`config.mk`:
```
export PLATFORM = sky130hd
export DESIGN_NAME = uart_tx_with_mcu
export DESIGN_NICKNAME = d
export VERILOG_FILES = /design/src/rtl/uart_pkg.sv /design/src/rtl/uart_bps_cnt.sv /design/src/rtl/uart_tx_with_mcu.sv
export SDC_FILE = /design/constraint.sdc
export NUM_CORES = 1
export LEC_CHECK = 0
export ABC_AREA = 1
export BUFFER_PORTS_ARGS = -buffer_cell sky130_fd_sc_hd__buf_2
export CAP_MARGIN = 20
export CELL_PAD_IN_SITES_DETAIL_PLACEMENT = 1
export CELL_PAD_IN_SITES_GLOBAL_PLACEMENT = 1
export CORE_MARGIN = 2
export CORE_UTILIZATION = 45
export CTS_CLUSTER_SIZE = 28
export DETAILED_ROUTE_END_ITERATION = 7
export HOLD_SLACK_MARGIN = 0.15
export PLACE_DENSITY_LB_ADDON = 0.12
export SETUP_SLACK_MARGIN = 0.05
export SYNTH_ARGS = -nofsm -noshare
export SYNTH_HDL_FRONTEND = slang
export SYNTH_SLANG_ARGS = --single-unit
export TNS_END_PERCENT = 1
```
`constraint.sdc`:
```
create_clock -name clk -period 2.2 [get_ports clk]
set_input_delay 0.44 -clock clk [delete_from_list [all_inputs] [get_ports clk]]
set_output_delay 0.44 -clock clk [all_outputs]
set_load 0.05 [all_outputs]
```
`src/rtl/uart_pkg.sv`:
```
// rtl/uart_pkg.sv - shared UART definitions for the transmit and receive paths
package uart_pkg;

    localparam int DATA_BITS = 8;

    typedef enum logic [1:0] {
        IDLE  = 2'd0,
        START = 2'd1,
        DATA  = 2'd2,
        STOP  = 2'd3
    } uart_state_t;

    function automatic int calc_bps_div(input int clk_freq, input int baud);
        return clk_freq / baud;
    endfunction

    function automatic int calc_cnt_w(input int bps_div);
        return (bps_div > 1) ? $clog2(bps_div) : 1;
    endfunction

endpackage

```
`src/rtl/uart_bps_cnt.sv`:
```
// rtl/uart_bps_cnt.sv - bit-period counter with clear/enable and bit_end tick
module uart_bps_cnt
    import uart_pkg::*;
#(
    parameter int BPS_DIV = 4,
    parameter int CNT_W   = calc_cnt_w(BPS_DIV)
) (
    input  logic             clk,
    input  logic             rst,
    input  logic             clear,
    input  logic             en,
    output logic [CNT_W-1:0] cnt,
    output logic             bit_end
);

    assign bit_end = en && (cnt == CNT_W'(BPS_DIV - 1));

    // Wrapping at bit_end means every state change lands on a fresh count of 0.
    always_ff @(posedge clk or negedge rst) begin
        if (!rst) begin
            cnt <= '0;
        end else if (clear) begin
            cnt <= '0;
        end else if (en) begin
            cnt <= bit_end ? '0 : cnt + 1'b1;
        end
    end

endmodule

```
`src/rtl/uart_tx_with_mcu.sv`:
```
// rtl/uart_tx_with_mcu.sv - 8N1 RS232 transmitter with one-deep holding register
module uart_tx_with_mcu
    import uart_pkg::*;
#(
    parameter int CLK_FREQ  = 20000000,
    parameter int BAUD      = 9600,
    parameter int STOP_BITS = 1
) (
    input  logic       clk,
    input  logic       rst,
    input  logic [7:0] tx_data,
    input  logic       tx_valid,
    output logic       tx_ready,
    output logic       rs232_tx,
    output logic       tx_int,
    output logic       tx_done
);

    localparam int         BPS_DIV   = calc_bps_div(CLK_FREQ, BAUD);
    localparam int         CNT_W     = calc_cnt_w(BPS_DIV);
    localparam logic [2:0] LAST_BIT  = 3'(DATA_BITS - 1);
    localparam logic [2:0] LAST_STOP = 3'(STOP_BITS - 1);

    uart_state_t          state;
    logic [DATA_BITS-1:0] shift_reg;
    logic [DATA_BITS-1:0] hold_reg;
    logic                 hold_full;
    logic [2:0]           bit_idx;
    logic [CNT_W-1:0]     cnt;
    logic                 bit_end;
    logic                 accept;
    logic                 stop_last;
    logic                 load;
    logic                 hold_full_next;
    logic                 done_next;

    uart_bps_cnt #(
        .BPS_DIV (BPS_DIV),
        .CNT_W   (CNT_W)
    ) u_bps_cnt (
        .clk     (clk),
        .rst     (rst),
        .clear   (state == IDLE),
        .en      (state != IDLE),
        .cnt     (cnt),
        .bit_end (bit_end)
    );

    assign accept         = tx_valid && tx_ready;
    assign stop_last      = (state == STOP) && (bit_idx == LAST_STOP);
    assign load           = hold_full && ((state == IDLE) || (stop_last && bit_end));
    assign hold_full_next = accept || (hold_full && !load);
    // Registered tx_done must rise one cycle early to sit on the final stop cycle.
    assign done_next      = stop_last && (cnt == CNT_W'(BPS_DIV - 2));

    always_ff @(posedge clk or negedge rst) begin
        if (!rst) begin
            hold_reg  <= '0;
            hold_full <= 1'b0;
            tx_ready  <= 1'b1;
        end else begin
            if (accept) begin
                hold_reg <= tx_data;
            end
            hold_full <= hold_full_next;
            tx_ready  <= !hold_full_next;
        end
    end

    always_ff @(posedge clk or negedge rst) begin
        if (!rst) begin
            state     <= IDLE;
            shift_reg <= '0;
            bit_idx   <= '0;
            rs232_tx  <= 1'b1;
            tx_int    <= 1'b0;
            tx_done   <= 1'b0;
        end else begin
            tx_done <= done_next;
            case (state)
                IDLE: begin
                    if (hold_full) begin
                        shift_reg <= hold_reg;
                        rs232_tx  <= 1'b0;
                        tx_int    <= 1'b1;
                        state     <= START;
                    end
                end
                START: begin
                    if (bit_end) begin
                        rs232_tx  <= shift_reg[0];
                        shift_reg <= {1'b0, shift_reg[DATA_BITS-1:1]};
                        bit_idx   <= '0;
                        state     <= DATA;
                    end
                end
                DATA: begin
                    if (bit_end) begin
                        if (bit_idx == LAST_BIT) begin
                            rs232_tx <= 1'b1;
                            bit_idx  <= '0;
                            state    <= STOP;
                        end else begin
                            rs232_tx  <= shift_reg[0];
                            shift_reg <= {1'b0, shift_reg[DATA_BITS-1:1]};
                            bit_idx   <= bit_idx + 1'b1;
                        end
                    end
                end
                STOP: begin
                    if (bit_end) begin
                        if (bit_idx != LAST_STOP) begin
                            bit_idx <= bit_idx + 1'b1;
                        end else if (hold_full) begin
                            shift_reg <= hold_reg;
                            rs232_tx  <= 1'b0;
                            state     <= START;
                        end else begin
                            tx_int <= 1'b0;
                            state  <= IDLE;
                        end
                    end
                end
                default: state <= IDLE;
            endcase
        end
    end

endmodule
```
==> results.ini <==
[critical_path]
critical_path.startpoint=state[0]
end_kind=flop
crit_end=shift_reg[1]
critPathRequiredTime_ns=2.39
arrival_ns=2.12
r2r_end=shift_reg[1]
r2r_slack_ns=0.28
crit_fanout=12
cp-start-kind=flop
regToRegStartpoint=state[0]
r2r_cells=10
critPathKind=reg2reg

[yosys]
yosysTopAreaCell=dfrtp_1
synth_top_area_frac=0.432
yosys-top-cells-area=dfrtp_1 43%, nand2_1 11%, ha_1 6.6%
synth_cells=254
ys_seq_area_frac=0.457
synth.net_count=276
synth.distinct_cells=32
syn_avg_cell_area_sq_um=8.21
ys_seq_elements=38
syn_area_sq_um=2080
synth_warnings=0

[layout]
fin_area_sq_um=2320
final.fill_count=548
layout.nets=297
multi_input_area_sq_um=950
largest_reg_flops=12
utilization=0.525
diodes=0
layout-drive-gt1-share=0.159
regArea_sq_um=953
syn_to_final_growth_pct=11.1

[power_and_ir_drop]
p_leak_nw=1.18
netSwitchingPower_uw=334
clkPwrFrac=0.371
p_seq_frac=0.557
max-vdd-ir-drop_mv=0.286
powerDensity_nw_per_um2=593
p_int_mw=1.04
swShare=0.243
comb_power_share=0.073

[route]
ant_nets=0
drt_iter0_markers=45
wl_met2_microns=2110
drc_errors=0
viasPerCell=5.08
wl_met3_microns=104
highest_layer=met4
drt-wirelength-per-cell_microns=13.6
dr.pass1.iters=4
wl_met1_microns=2170
via_count=1666
routed_wl_microns=4460

[sta]
layout_setup_ws_ns=0.277
drv_slew=0
hold_viol_final=0
clock.fmax_ghz=0.520
fin_crit_ns=1.92
fin_tns_setup_ns=0
rsz0062_at_grt=false
finClkSkew_ns=0.00952
post-route-period-util=0.874
worst-slew-pin-transition_ns=0.540
setup_viol=0
slew_headroom=0.639

[placement]
hpwl_microns=3420
pre_cts_slack_ns=0.288
io_buffers=14
place_area_sq_um=2220
gp_congestion=0.796

[grt]
grt_max_degree=19
grt-ovfl-total=0
antenna_found_initial=0
grt_pass1_wl_microns=7910
grt_pass1_vias=1702
grt_util_all_layers=0.196

[die]
fp.dieH_microns=72.1
dieWidth_microns=72.1
io_pins=15
core_area_sq_um=4410
dieArea_sq_um=5190
num_rows=24
start_util=0.472

[cts]
cts_made_buffers=5
cts_root_buf=clkbuf_8
cts.clk_slew.worst_paths_ns=0.08
cts.sinks=38
cts_tree=yes
htree_levels=2
clk_latency_ns=0.30
clock_path_buffers=2

[outcome]
status=complete, no violations

[min_path]
hp-class=in2reg
hp-start=tx_data[2]

[run]
drv_cap=0

## layer usage
layer,up-vias,GRT usage
met4,0,0.0692
met3,7,0.0417
met1,793,0.251
met2,16,0.328
met5,-,0
li1,850,-
## worst min path at each step
stage                     depth (start not counted)  slack, ns                 to
after floorplan                                   0       0.14         bit_idx[0]
after global placement                            1       0.39  u_bps_cnt.cnt[11]
after detailed placement                          1       0.40  u_bps_cnt.cnt[11]
after CTS                                         3       0.39        hold_reg[2]
after global routing                              3       0.39        hold_reg[2]
final                                             3       0.40        hold_reg[2]
## synthesized netlist by cell type
master / instances
a21boi_4: 1
nor2_2: 2
a21oi_4: 1
nand2_4: 1
dfstp_2: 2
inv_2: 4
nand2_2: 3
or2_2: 1
inv_1: 33
nor2_4: 1
nor4b_1: 1
nor3_2: 1
nand2_1: 62
nor2_1: 19
xor2_1: 5
nand3_4: 1
a2bb2oi_1: 1
dfrtp_1: 36
nor4_1: 1
buf_6: 2
clkinv_4: 1
nand3b_1: 1
o21ai_0: 16
ha_1: 11
nand3_1: 18
nand3_2: 1
clkbuf_1: 3
o22ai_1: 1
o211ai_1: 1
nor3_1: 10
a21oi_1: 12
nand4_1: 1
## timing repair
item / 4_1_cts / 5_1_grt
endpoints found under the setup margin: 0 / 0
gates resized for setup: 0 / 0
endpoints found under the hold margin: 15 / 0
hold buffers: 1 / 0
buffers inserted: 0 / 0
## stage by stage
stage	cells	total power, mW	hold WS [ns]
floorplan	254	0.835	0.144
global placement	319	0.876	0.394
detailed placement	319	0.881	0.398
CTS	328	1.40	0.386
global route	328	1.44	0.389
finish	328	1.37	0.396
## area by class of cell
class / count / area share
inverters: 38 / 0.0637
repair buffers: 19 / 0.0475
multi-input cells: 173 / 0.410
clock buffers: 8 / 0.0389
flip-flops and latches: 38 / 0.412
well taps: 52 / 0.0281
## cell families (layout without fill, tap and decap cells)
logic type,after synthesis,count (layout),synth area share
AOI/OAI and AO/OA,33,33,0.0948
xor gates and xnor gates,5,5,0.0210
adders and majority gates,11,11,0.0660
buffers and inverters,43,65,0.0870
DFF,38,38,0.457
and+or+nand+nor,124,124,0.274
## power by group through the flow
stage / clock [mW] / sequential, mW / combinational, mW
2_1_floorplan: 0 / 0.781 / 0.0541
3_3_place_gp: 0 / 0.777 / 0.0990
3_5_place_dp: 0 / 0.780 / 0.102
4_1_cts: 0.528 / 0.766 / 0.103
5_1_grt: 0.553 / 0.769 / 0.119
6_report: 0.509 / 0.765 / 0.0999
## worst max-delay path: stages (launching register included)
cell	delay [ns]
dfrtp_1	0.44
inv_1	0.11
ha_1	0.25
clkinv_4	0.07
nand2_2	0.05
nor2_4	0.12
nand3_4	0.13
a21boi_4	0.37
nand2_4	0.14
nand2_1	0.09
nand2_1	0.05
## cell usage in the layout, fill, tap and decap left out, types with 3 or more instances in the layout
master | synthesis | layout
ha_1 | 11 | 11
dfrtp_1 | 36 | 36
buf_2 | 0 | 14
clkbuf_8 | 0 | 6
nand3_1 | 18 | 18
nor3_1 | 10 | 10
o21ai_0 | 16 | 16
inv_1 | 33 | 33
inv_2 | 4 | 4
xor2_1 | 5 | 5
nor2_1 | 19 | 19
a21oi_1 | 12 | 12
nand2_1 | 62 | 62
nand2_2 | 3 | 3
buf_4 | 0 | 4
Power figures use the tool's default switching activity.
